## src/rtl/sonic_key_sched_seq.sv

```systemverilog
// Round-key sequencer: expands a 128-bit master key into NUM_ROUNDS 64-bit round keys under valid/ready.
// Optional feature macro SONIC_KS_CACHE_EN adds a round-key cache and a REPLAY state.
module sonic_key_sched_seq #(
  parameter int NUM_ROUNDS = 16
) (
  input  logic         clk,
  input  logic         rst_n,
  input  logic [127:0] key_in,
  input  logic         key_valid,
  output logic         key_ready,
  output logic [63:0]  rk_out,
  output logic [5:0]   rk_idx,
  output logic         rk_valid,
  input  logic         rk_ready,
  output logic         rk_last,
  input  logic         replay
);

  localparam logic [5:0] LAST_IDX = 6'(NUM_ROUNDS - 1);

`ifdef SONIC_KS_CACHE_EN
  typedef enum logic [1:0] {IDLE, RUN, REPLAY} state_t;
`else
  typedef enum logic [1:0] {IDLE, RUN} state_t;
`endif

  state_t        state_reg, state_next;
  logic [127:0]  s_reg, s_next;
  logic [5:0]    idx_reg, idx_next;
  logic          alive_reg;
  logic          key_load;

  // Update function U(S): linear mix for the new hi, bit permutation of t for the new lo.
  logic [63:0] hi, lo, rl1, y_val, t_val, x_val;
  assign hi    = s_reg[127:64];
  assign lo    = s_reg[63:0];
  assign rl1   = {lo[62:0], lo[63]};
  assign y_val = rl1 ^ {lo[55:0], lo[63:56]} ^ {lo[53:0], lo[63:54]};
  assign t_val = hi ^ rl1 ^ ({lo[51:0], lo[63:52]} & lo);

  genvar gi;
  generate
    for (gi = 0; gi < 64; gi++) begin : g_perm
      assign x_val[gi] = t_val[(15 * gi) % 64];
    end
  endgenerate

`ifdef SONIC_KS_CACHE_EN
  localparam int AW = $clog2(NUM_ROUNDS);
  logic [63:0] cache_mem [NUM_ROUNDS];
  logic [63:0] rd_data_reg;
  logic        cache_full_reg;
`else
  logic replay_unused;
  assign replay_unused = replay;
`endif

  always_comb begin
    state_next = state_reg;
    s_next     = s_reg;
    idx_next   = idx_reg;
    key_ready  = 1'b0;
    key_load   = 1'b0;
    rk_valid   = 1'b0;
    rk_out     = s_reg[63:0];
    case (state_reg)
      IDLE: begin
        key_ready = alive_reg;
`ifdef SONIC_KS_CACHE_EN
        // Replay wins over a new key; key_ready drops so no key is silently lost.
        if (alive_reg && replay && cache_full_reg) begin
          key_ready  = 1'b0;
          idx_next   = '0;
          state_next = REPLAY;
        end else
`endif
        if (alive_reg && key_valid) begin
          key_load   = 1'b1;
          s_next     = key_in;
          idx_next   = '0;
          state_next = RUN;
        end
      end
      RUN: begin
        rk_valid = 1'b1;
        if (rk_ready) begin
          if (idx_reg == LAST_IDX) begin
            state_next = IDLE;
          end else begin
            s_next   = {y_val, x_val};
            idx_next = idx_reg + 6'd1;
          end
        end
      end
`ifdef SONIC_KS_CACHE_EN
      REPLAY: begin
        rk_valid = 1'b1;
        rk_out   = rd_data_reg;
        if (rk_ready) begin
          if (idx_reg == LAST_IDX) state_next = IDLE;
          else                     idx_next   = idx_reg + 6'd1;
        end
      end
`endif
      default: state_next = IDLE;
    endcase
  end

  assign rk_idx  = idx_reg;
  assign rk_last = rk_valid && (idx_reg == LAST_IDX);

  always_ff @(posedge clk or negedge rst_n) begin
    if (!rst_n) begin
      state_reg <= IDLE;
      s_reg     <= '0;
      idx_reg   <= '0;
      alive_reg <= 1'b0;
    end else begin
      state_reg <= state_next;
      s_reg     <= s_next;
      idx_reg   <= idx_next;
      alive_reg <= 1'b1;
    end
  end

`ifdef SONIC_KS_CACHE_EN
  // Read address follows idx_next so the registered read lines up with idx_reg.
  always_ff @(posedge clk) begin
    if (state_reg == RUN && rk_ready)
      cache_mem[idx_reg[AW-1:0]] <= s_reg[63:0];
    rd_data_reg <= cache_mem[idx_next[AW-1:0]];
  end

  always_ff @(posedge clk or negedge rst_n) begin
    if (!rst_n)
      cache_full_reg <= 1'b0;
    else if (key_load)
      cache_full_reg <= 1'b0;
    else if (state_reg == RUN && rk_ready && idx_reg == LAST_IDX)
      cache_full_reg <= 1'b1;
  end
`endif

endmodule

```

## config.mk

```make
export PLATFORM = sky130hd
export DESIGN_NAME = sonic_key_sched_seq
export DESIGN_NICKNAME = d
export VERILOG_FILES = /design/src/rtl/sonic_key_sched_seq.sv
export SDC_FILE = /design/constraint.sdc
export NUM_CORES = 1
export LEC_CHECK = 0
export ABC_AREA = 1
export ABC_CLOCK_PERIOD_IN_PS = 2200
export CORE_MARGIN = 8
export CORE_UTILIZATION = 40
export CTS_BUF_LIST = sky130_fd_sc_hd__clkbuf_8
export DETAILED_ROUTE_END_ITERATION = 7
export GPL_ROUTABILITY_DRIVEN = 0
export PLACE_DENSITY = 0.61
export SYNTH_ARGS = -nofsm -noshare
export SYNTH_HDL_FRONTEND = slang
export SYNTH_SLANG_ARGS = --single-unit
```

## constraint.sdc

```tcl
create_clock -name clk -period 2.2 [get_ports clk]
set_input_delay 0.44 -clock clk [delete_from_list [all_inputs] [get_ports clk]]
set_output_delay 0.44 -clock clk [all_outputs]
set_load 0.005 [all_outputs]
```

==> results.md, run 1 <==
- Syn_area_per_cell: 5.77 um^2
- CP required: 1.76 ns
- Mapped Area: 0.0117 mm^2
- Largest register FFs: 128
- Maximum Capacitance Violations: 0
- RR Startpoint: state_reg[0]
- Antenna violations before repair: 0
- CP cell instances: clkdlybuf4s50_1
- Yosys top cell area share: 0.362
- Initial Utilization: 0.407
- Ys async rst share: 1.00
- Crit path buf inv count: 1
- Leakage: 8.17 nW
- Syn Nets: 2164
- First-pass GRT wire length: 66.6 mm
- Power Dens Cells: 1540 mW/mm^2
- Layout cells sized above 1: 0.0940
- Clock Root Buffer: clkbuf_8
- Status: finished, final reports clean
- Top fanout value on the critical path: 9
- CTS Buffer Depth: 2
- Later-pin clock latency in the skew report: 0.46 ns
- Hold/Removal Path Class: flop to flop
- Total die area: 0.0350 mm^2
- Final hold violations: 0
- Fill cells: 3051
- Syn. warnings: 0
- DRT Wirelength: 41.8 mm
- Iter 0 DRT Violations: 1063
- Period utilisation layout: 0.966
- Area contributors post-synth: nand2_1 36%, dfrtp_1 29%, nand3_1 11%
- Hold Path End: s_reg[102]
- # rows: 62
- P&R area growth vs syn: 19.5%
- # IOs: 206
- Vias in the first global route: 12100
- Hold Crit Depth: 2
- Worst setup EP type: primary output
- Top_reg_cell synth: dfrtp_1
- Via count: 12500
- Slew HR: 0.551
- Min Hold Slack: 0.511 ns
- Worst R2R Setup Slack: 0.43 ns
- H-tree Lvls: 4
- Post-DRT Antenna Nets: 0
- Final worst path period need: 2.12 ns
- Chip height: 187 um
- # diodes: 0
- Largest net degree at the start of global routing: 129
- Synth cell types: 20
- RSZ-0062 raised after global routing: false
- Most frequent cells after synthesis: 1130 x nand2_1, 258 x nand3_1, 197 x inv_1, 136 x dfrtp_1, 103 x nand2_2
- Buffers on Ports: 204
- Dominant cell type by area after synthesis: nand2_1
- DR vias/cell: 4.97
- Final #Nets: 2260
- CTS tree: yes
- TritonRoute pass-1 iters: 5
- Peak VDD IR: 0.641 mV
- Hold Crit Start: s_reg[102]
- WP data arrival: 1.68 ns
- Post-synth EDFFs: 0
- Clk_skew: 0.0195 ns
- DPL Wire Length: 31.5 mm
- Mapped Cells: 2030
- Max Slew Vio Count: 0
- Synth Register Bits: 136
- Seq/Total Area, Yosys: 0.291
- Total CTS buffers: 17
- Utilization after layout: 0.486
- Die Wd: 187 um
- Critical path launch point type: flop
- R2R cell count: 5
- Setup TNS: 0 ns
- Top delay family on crit path: flip-flops
- Area occupied by multi-input gates: 0.00632 mm^2
- Clk sinks: 136
- CTS clk-pin slew, worst paths: 0.09 ns
- Total Routing Usage GR: 0.236
- R2r endpoint: s_reg[48]
- DRC violations left: 0
- Worst slew pin tran: 0.674 ns
- Core area: 0.0288 mm^2
- Final Setup Violations: 0
- Register area: 0.00341 mm^2
- Slowest cell delay on critical path: 0.63 ns
- Most instantiated library cell after synthesis: nand2_1
- CP max stage cell: dfrtp_1
- Gr ovfl total: 0
- Fmax: 0.471 GHz
- WL per Instance: 16.6 um
- Critical path class: flop to primary output
==> logic make-up (layout without fill, tap and decap cells) <==
| family | count (synthesis) | after routing | synth area share |
|---|---|---|---|
| AOI/OAI and AO/OA | 5 | 5 | 0.00214 |
| xor gates and xnor gates | 4 | 4 | 0.00299 |
| adders and majority gates | 1 | 1 | 0.00107 |
| buffers and inverters | 385 | 493 | 0.169 |
| DFF | 136 | 136 | 0.291 |
| other | 1 | 1 | 0.000320 |
| and+or+nand+nor | 1498 | 1498 | 0.533 |
==> cell type report <==
| type | instances | share of cell area |
|---|---|---|
| flip-flops and latches | 136 | 0.244 |
| well taps | 384 | 0.0343 |
| inverters | 200 | 0.0538 |
| repair buffers | 262 | 0.187 |
| clock buffers | 18 | 0.0177 |
| multi-input cells | 1509 | 0.452 |
| clock inverters | 13 | 0.0113 |
==> layer usage <==
metal | track usage | vias up | share of wire
met2 | 0.389 | 516 | 0.46
met4 | 0.0874 | 0 | 0.032
li1 | - | 6217 | -
met1 | 0.305 | 5749 | 0.43
met3 | 0.0419 | 56 | 0.075
met5 | 0 | - | 0
==> report_power, final <==
part	total, mW	internal (mW)	switching (mW)
Sequential	5.57	3.71	1.86
Combinational	13.7	5.37	8.37
Clock	2.23	1.14	1.09
Total	21.5	10.2	11.3
==> worst max-delay path by stage <==
| stage | start | endpoint | slack [ns] | cells after the start |
|---|---|---|---|---|
| 3_3_place_gp | rk_ready | s_reg[47] | 0.21 | 9 |
| 5_1_grt | state_reg[0] | key_ready | 0.008 | 2 |
| 4_1_cts | s_reg[19] | rk_out[19] | 0.05 | 1 |
| 3_5_place_dp | rk_ready | s_reg[63] | 0.20 | 9 |
| 6_report | s_reg[19] | rk_out[19] | 0.08 | 1 |
| 2_1_floorplan | rk_idx[0] | s_reg[50] | 0.67 | 10 |
==> timing repair <==
item / CTS / global route
resized for setup: 2 / 1
endpoints found under the setup margin: 1 / 2
buffers inserted: 4 / 0
hold buffers: 1 / 0
pin swaps: 2 / 1
endpoints found under the hold margin: 52 / 0
==> cells in the final DEF, fill, tap and decap left out, types with 2 or more instances in the layout <==
master and count:
clkinvlp_4 3, o21ai_1 5, nor2_4 2, nand3_1 258, clkinv_4 3, bufinv_16 3
inv_2 2, nor2_1 3, nand2_2 103, dfrtp_1 134, nand3_4 2, buf_4 46
inv_1 198, nand2_1 1130, clkinv_2 3, xor2_1 2, xnor2_1 2, clkdlybuf4s50_1 202
buf_12 11, clkbuf_8 18
==> metrics by stage <==
stage	power (mW)	setup slack (ns)	area, um^2	cells
global placement	18.9	0.215	13500	2486
floorplan	14.9	0.669	11700	2030
CTS	21.5	0.0535	14000	2522
global route	23.7	0.00831	14000	2522
finish	21.5	0.0752	14000	2522
detailed placement	19.2	0.195	13500	2486
==> worst reg2reg max path, stage by stage, from the launching register on <==
cell and delay [ns]:
dfrtp_4 0.51, buf_12 0.45, nand3_1 0.51, nand2_1 0.16, nand2_2 0.05, nand2_1 0.05
Note: power is estimated with default switching activity, not from simulation.
==> run 2, diff against run 1 <==
--- a/config.mk
+++ b/config.mk
@@ -7,6 +7,7 @@
 export LEC_CHECK = 0
 export ABC_AREA = 1
 export ABC_CLOCK_PERIOD_IN_PS = 2200
+export CORE_ASPECT_RATIO = 1.25
 export CORE_MARGIN = 8
 export CORE_UTILIZATION = 40
 export CTS_BUF_LIST = sky130_fd_sc_hd__clkbuf_8
==> results.md, run 2 (synthesized netlist as in run 1, its figures left out) <==
- Top fanout value on the critical path: 9 (unchanged)
- Largest net degree at the start of global routing: 68 (-47%)
- Core area: 0.0291 mm^2 (+1.0%)
- R2R cell count: 9 (+4)
- First-pass GRT wire length: 65.9 mm (-1.0%)
- Final Setup Violations: 0 (unchanged)
- DR vias/cell: 4.92 (-0.98%)
- Period utilisation layout: 0.984 (+0.0186)
- Clk_skew: 0.0162 ns (-0.00327 ns)
- WL per Instance: 16.6 um (+0.47%)
- Crit path buf inv count: 1 (unchanged)
- Leakage: 8.21 nW (+0.54%)
- Die Wd: 169 um (-9.7%)
- Fill cells: 3086 (+1.1%)
- Setup TNS: 0 ns (unchanged)
- Fmax: 0.462 GHz (-1.9%)
- CTS tree: yes
- Initial Utilization: 0.403 (-0.00417)
- RSZ-0062 raised after global routing: false
- P&R area growth vs syn: 20.2%
- Max Slew Vio Count: 0 (unchanged)
- Via count: 12500 (-0.39%)
- R2r endpoint: s_reg[106]
- CTS Buffer Depth: 2 (unchanged)
- Vias in the first global route: 12000 (-1.3%)
- Gr ovfl total: 0 (unchanged)
- Antenna violations before repair: 1 (+1)
- Slowest cell delay on critical path: 0.63 ns (about the same)
- CP cell instances: clkdlybuf4s50_1
- Dpl ws: 0.215 ns (+0.0192 ns)
- Layout cells sized above 1: 0.0944 (+0.000379)
- Buffers on Ports: 204 (unchanged)
- Hold/Removal Path Class: primary input to async pin
- Total Power: 21.7 mW (+0.59%)
- Top delay family on crit path: flip-flops
- WP data arrival: 1.73 ns (+0.05 ns)
- # IOs: 206 (unchanged)
- Total die area: 0.0350 mm^2 (about the same)
- Maximum Capacitance Violations: 0 (unchanged)
- Power Dens Cells: 1540 mW/mm^2 (about the same)
- Clk sinks: 136 (unchanged)
- Total Routing Usage GR: 0.239 (+0.00255)
- Final worst path period need: 2.17 ns (+0.0409 ns)
- Largest register FFs: 128 (unchanged)
- Critical path class: flop to primary output
- Total CTS buffers: 17 (unchanged)
- Dpl cell area: 0.0136 mm^2 (+0.28%)
- Worst setup EP type: primary output
- Min Hold Slack: 0.439 ns (-0.0720 ns)
- Status: finished, final reports clean
- DPL Wire Length: 31.7 mm (+0.79%)
- Iter 0 DRT Violations: 1147 (+7.9%)
- Final #Nets: 2261 (+0.044%)
- Worst R2R Setup Slack: 0.41 ns (-0.02 ns)
- Peak VDD IR: 0.552 mV (-14%)
- DRC violations left: 0 (unchanged)
- Commonest cells after routing, fill and taps aside: 1130 x nand2_1, 258 x nand3_1, 202 x inv_1, 202 x clkdlybuf4s50_1, 131 x dfrtp_1
- CTS clk-pin slew, worst paths: 0.09 ns (about the same)
- Final WS setup: 0.0342 ns (-0.0409 ns)
- Final hold violations: 0 (unchanged)
- Chip height: 207 um (+11%)
- CP max stage cell: dfrtp_1
- Register area: 0.00341 mm^2 (+0.11%)
- # rows: 70 (+13%)
- Post-DRT Antenna Nets: 0 (unchanged)
- Later-pin clock latency in the skew report: 0.49 ns (+0.03 ns)
- RR Startpoint: rk_idx[1]
- Area occupied by multi-input gates: 0.00632 mm^2 (unchanged)
- DRT Wirelength: 42.2 mm (+1.1%)
- Critical path launch point type: flop
- H-tree Lvls: 4 (unchanged)
- Clock Root Buffer: clkbuf_8
- Commonest non-fill, non-tap cell in the layout: nand2_1
- CP required: 1.76 ns (about the same)
- Post-route cell area: 0.0141 mm^2 (+0.61%)
- TritonRoute pass-1 iters: 6 (+1)
[run 2: worst max-delay path by stage]
stage / from / to / slack (ns) / cells after the start
after floorplan: rk_idx[0] / s_reg[50] / 0.67 / 10
after global placement: rk_idx[0] / rk_last / 0.25 / 6
after detailed placement: rk_ready / s_reg[119] / 0.21 / 9
after CTS: s_reg[24] / rk_out[24] / 0.01 / 1
after global routing: s_reg[30] / rk_out[30] / 0.007 / 1
final: s_reg[44] / rk_out[44] / 0.03 / 1
[run 2: timing repair]
action	4_1_cts	5_1_grt
gates resized for setup	2	4
hold buffers	1	0
hold endpoints to repair	32	0
gates cloned	0	0
pin swaps	2	0
setup buffers	5	2
endpoints found under the setup margin	1	5
[run 2: stage by stage]
| stage | util | cells |
|---|---|---|
| final | 0.484 | 2537 |
| after global routing | 0.484 | 2536 |
| after CTS | 0.483 | 2534 |
| after detailed placement | 0.467 | 2496 |
| after global placement | 0.467 | 2496 |
| after floorplan | - | 2030 |
[run 2: layout make-up]
class,instances,share of cell area
sequential,136,0.242
inverter,200,0.0535
antenna,1,0.000178
clock inverter,13,0.0116
clock buffer,19,0.0186
multi-input combinational,1509,0.449
timing repair buffer,263,0.189
tap,396,0.0352
[run 2: power by group]
group          internal [mW]  switching (mW)  leakage, nW
sequential              3.72            1.78         1.66
clock                   1.27            1.11        0.236
combinational           5.41            8.39         6.32
total                   10.4            11.3         8.21
[run 2: layer usage]
| metal | global-route usage | part of all wire |
|---|---|---|
| met5 | 0 | 0 |
| met4 | 0.115 | 0.042 |
| met3 | 0.0476 | 0.078 |
| met2 | 0.402 | 0.48 |
| met1 | 0.286 | 0.40 |
==> variant (config.mk and constraints of run 1) <==
`s_reg` no longer has a reset.
--- a/src/rtl/sonic_key_sched_seq.sv
+++ b/src/rtl/sonic_key_sched_seq.sv
@@ -113,13 +113,15 @@
     if (!rst_n) begin
       state_reg <= IDLE;
-      s_reg     <= '0;
       idx_reg   <= '0;
       alive_reg <= 1'b0;
     end else begin
       state_reg <= state_next;
-      s_reg     <= s_next;
       idx_reg   <= idx_next;
       alive_reg <= 1'b1;
     end
+  end
+
+  always_ff @(posedge clk) begin
+    s_reg <= s_next;
   end
 
Behaviour: differs if rst_n is asserted again (counterexample within 4 cycles, from zero or initial values and one cycle with rst_n low); with rst_n held inactive, the same outputs for 4 cycles.
==> variant against run 1 <==
  * Sequential cell count did not move
  * Design area fell by 10%
  * Area after synthesis fell by 14%
  * Largest cell class unchanged
  * Maximum frequency fell by 0.36%
  * Die area fell by 13%
  * Wire length fell by 23%
  * Power rose by 0.28%
  * Worst hold slack got worse by 230 ps
  * Worst setup slack got worse by 7.6 ps
  * First-iteration DRC count fell by 26%
==> variant: results (changes against run 1) <==
Post-DP Area: 12080 sq um (-11%)
EDFF count, synth: 128 (+128)
Iteration-0 DRC Markers: 787 (-26%)
P_seq: 0.00658 W (+18%)
Clk pwr share: 11.0% (+0.7 points)
Outcome: finished, final reports clean
First-pass GRT wire length: 49400 um (-26%)
Met2 wire length: 15350 um (-20%)
Hold crit path type: input pin to asynchronous set/reset pin
GR Layer Usage met1: 25.75% (-4.7 points)
Critical path's slowest cell: clkdlybuf4s50_1
Worst-Margin Slew: 879.4 ps (+205.7 ps)
Peak VDD IR: 0.0006754 V (+5.4%)
Reg2reg path depth: 3 (-2)
Psw: 0.009683 W (-14%)
Via density: 4.727 (-4.9%)
Layout Skew: 20.29 ps (+0.7937 ps)
Leading cell types by total area after synthesis: edfxtp_1 (38%), nand2_1 (26%), inv_1 (7.7%)
Met2 usage in global routing: 35.11% (-3.8 points)
Layout cells sized above 1: 6.134% (-3.3 points)
Tot GR Track Use: 20.82% (-2.8 points)
Vias in the first global route: 8875 (-27%)
Pre-CTS setup slack: 195.2 ps (-0.1390 ps)
Pre-antenna DRT Iters: 7 (+2)
Dpl hpwl: 24240 um (-23%)
R2r setup slk: 350 ps (-80 ps)
Pint: 0.01192 W (+17%)
-- variant: worst max path at each step --
stage	from	end	slack, ps	depth (start not counted)
finish	s_reg[4]	rk_out[4]	70	1
detailed placement	key_valid	s_reg[30]	200	7
global placement	rk_ready	s_reg[76]	230	5
CTS	s_reg[57]	rk_out[57]	30	1
global route	s_reg[5]	rk_out[5]	7	1
floorplan	rk_idx[1]	s_reg[0]	-900	4
-- variant: cell families after synthesis --
| group | after synthesis | synth area share (%) |
|---|---|---|
| simple gates | 839 | 32.56 |
| other cells | 1 | 0.03717 |
| compound gates | 50 | 2.518 |
| xor+xnor | 82 | 7.119 |
| buf+inv | 368 | 17.56 |
| fa+ha+maj | 1 | 0.1240 |
| flops | 136 | 40.08 |
-- variant: layout make-up --
type / instances / area share, %
multi-input cells: 973 / 34.08
well taps: 330 / 3.285
clock inverters: 15 / 1.653
repair buffers: 262 / 20.60
flip-flops and latches: 136 / 32.21
inverters: 211 / 6.322
clock buffers: 17 / 1.862
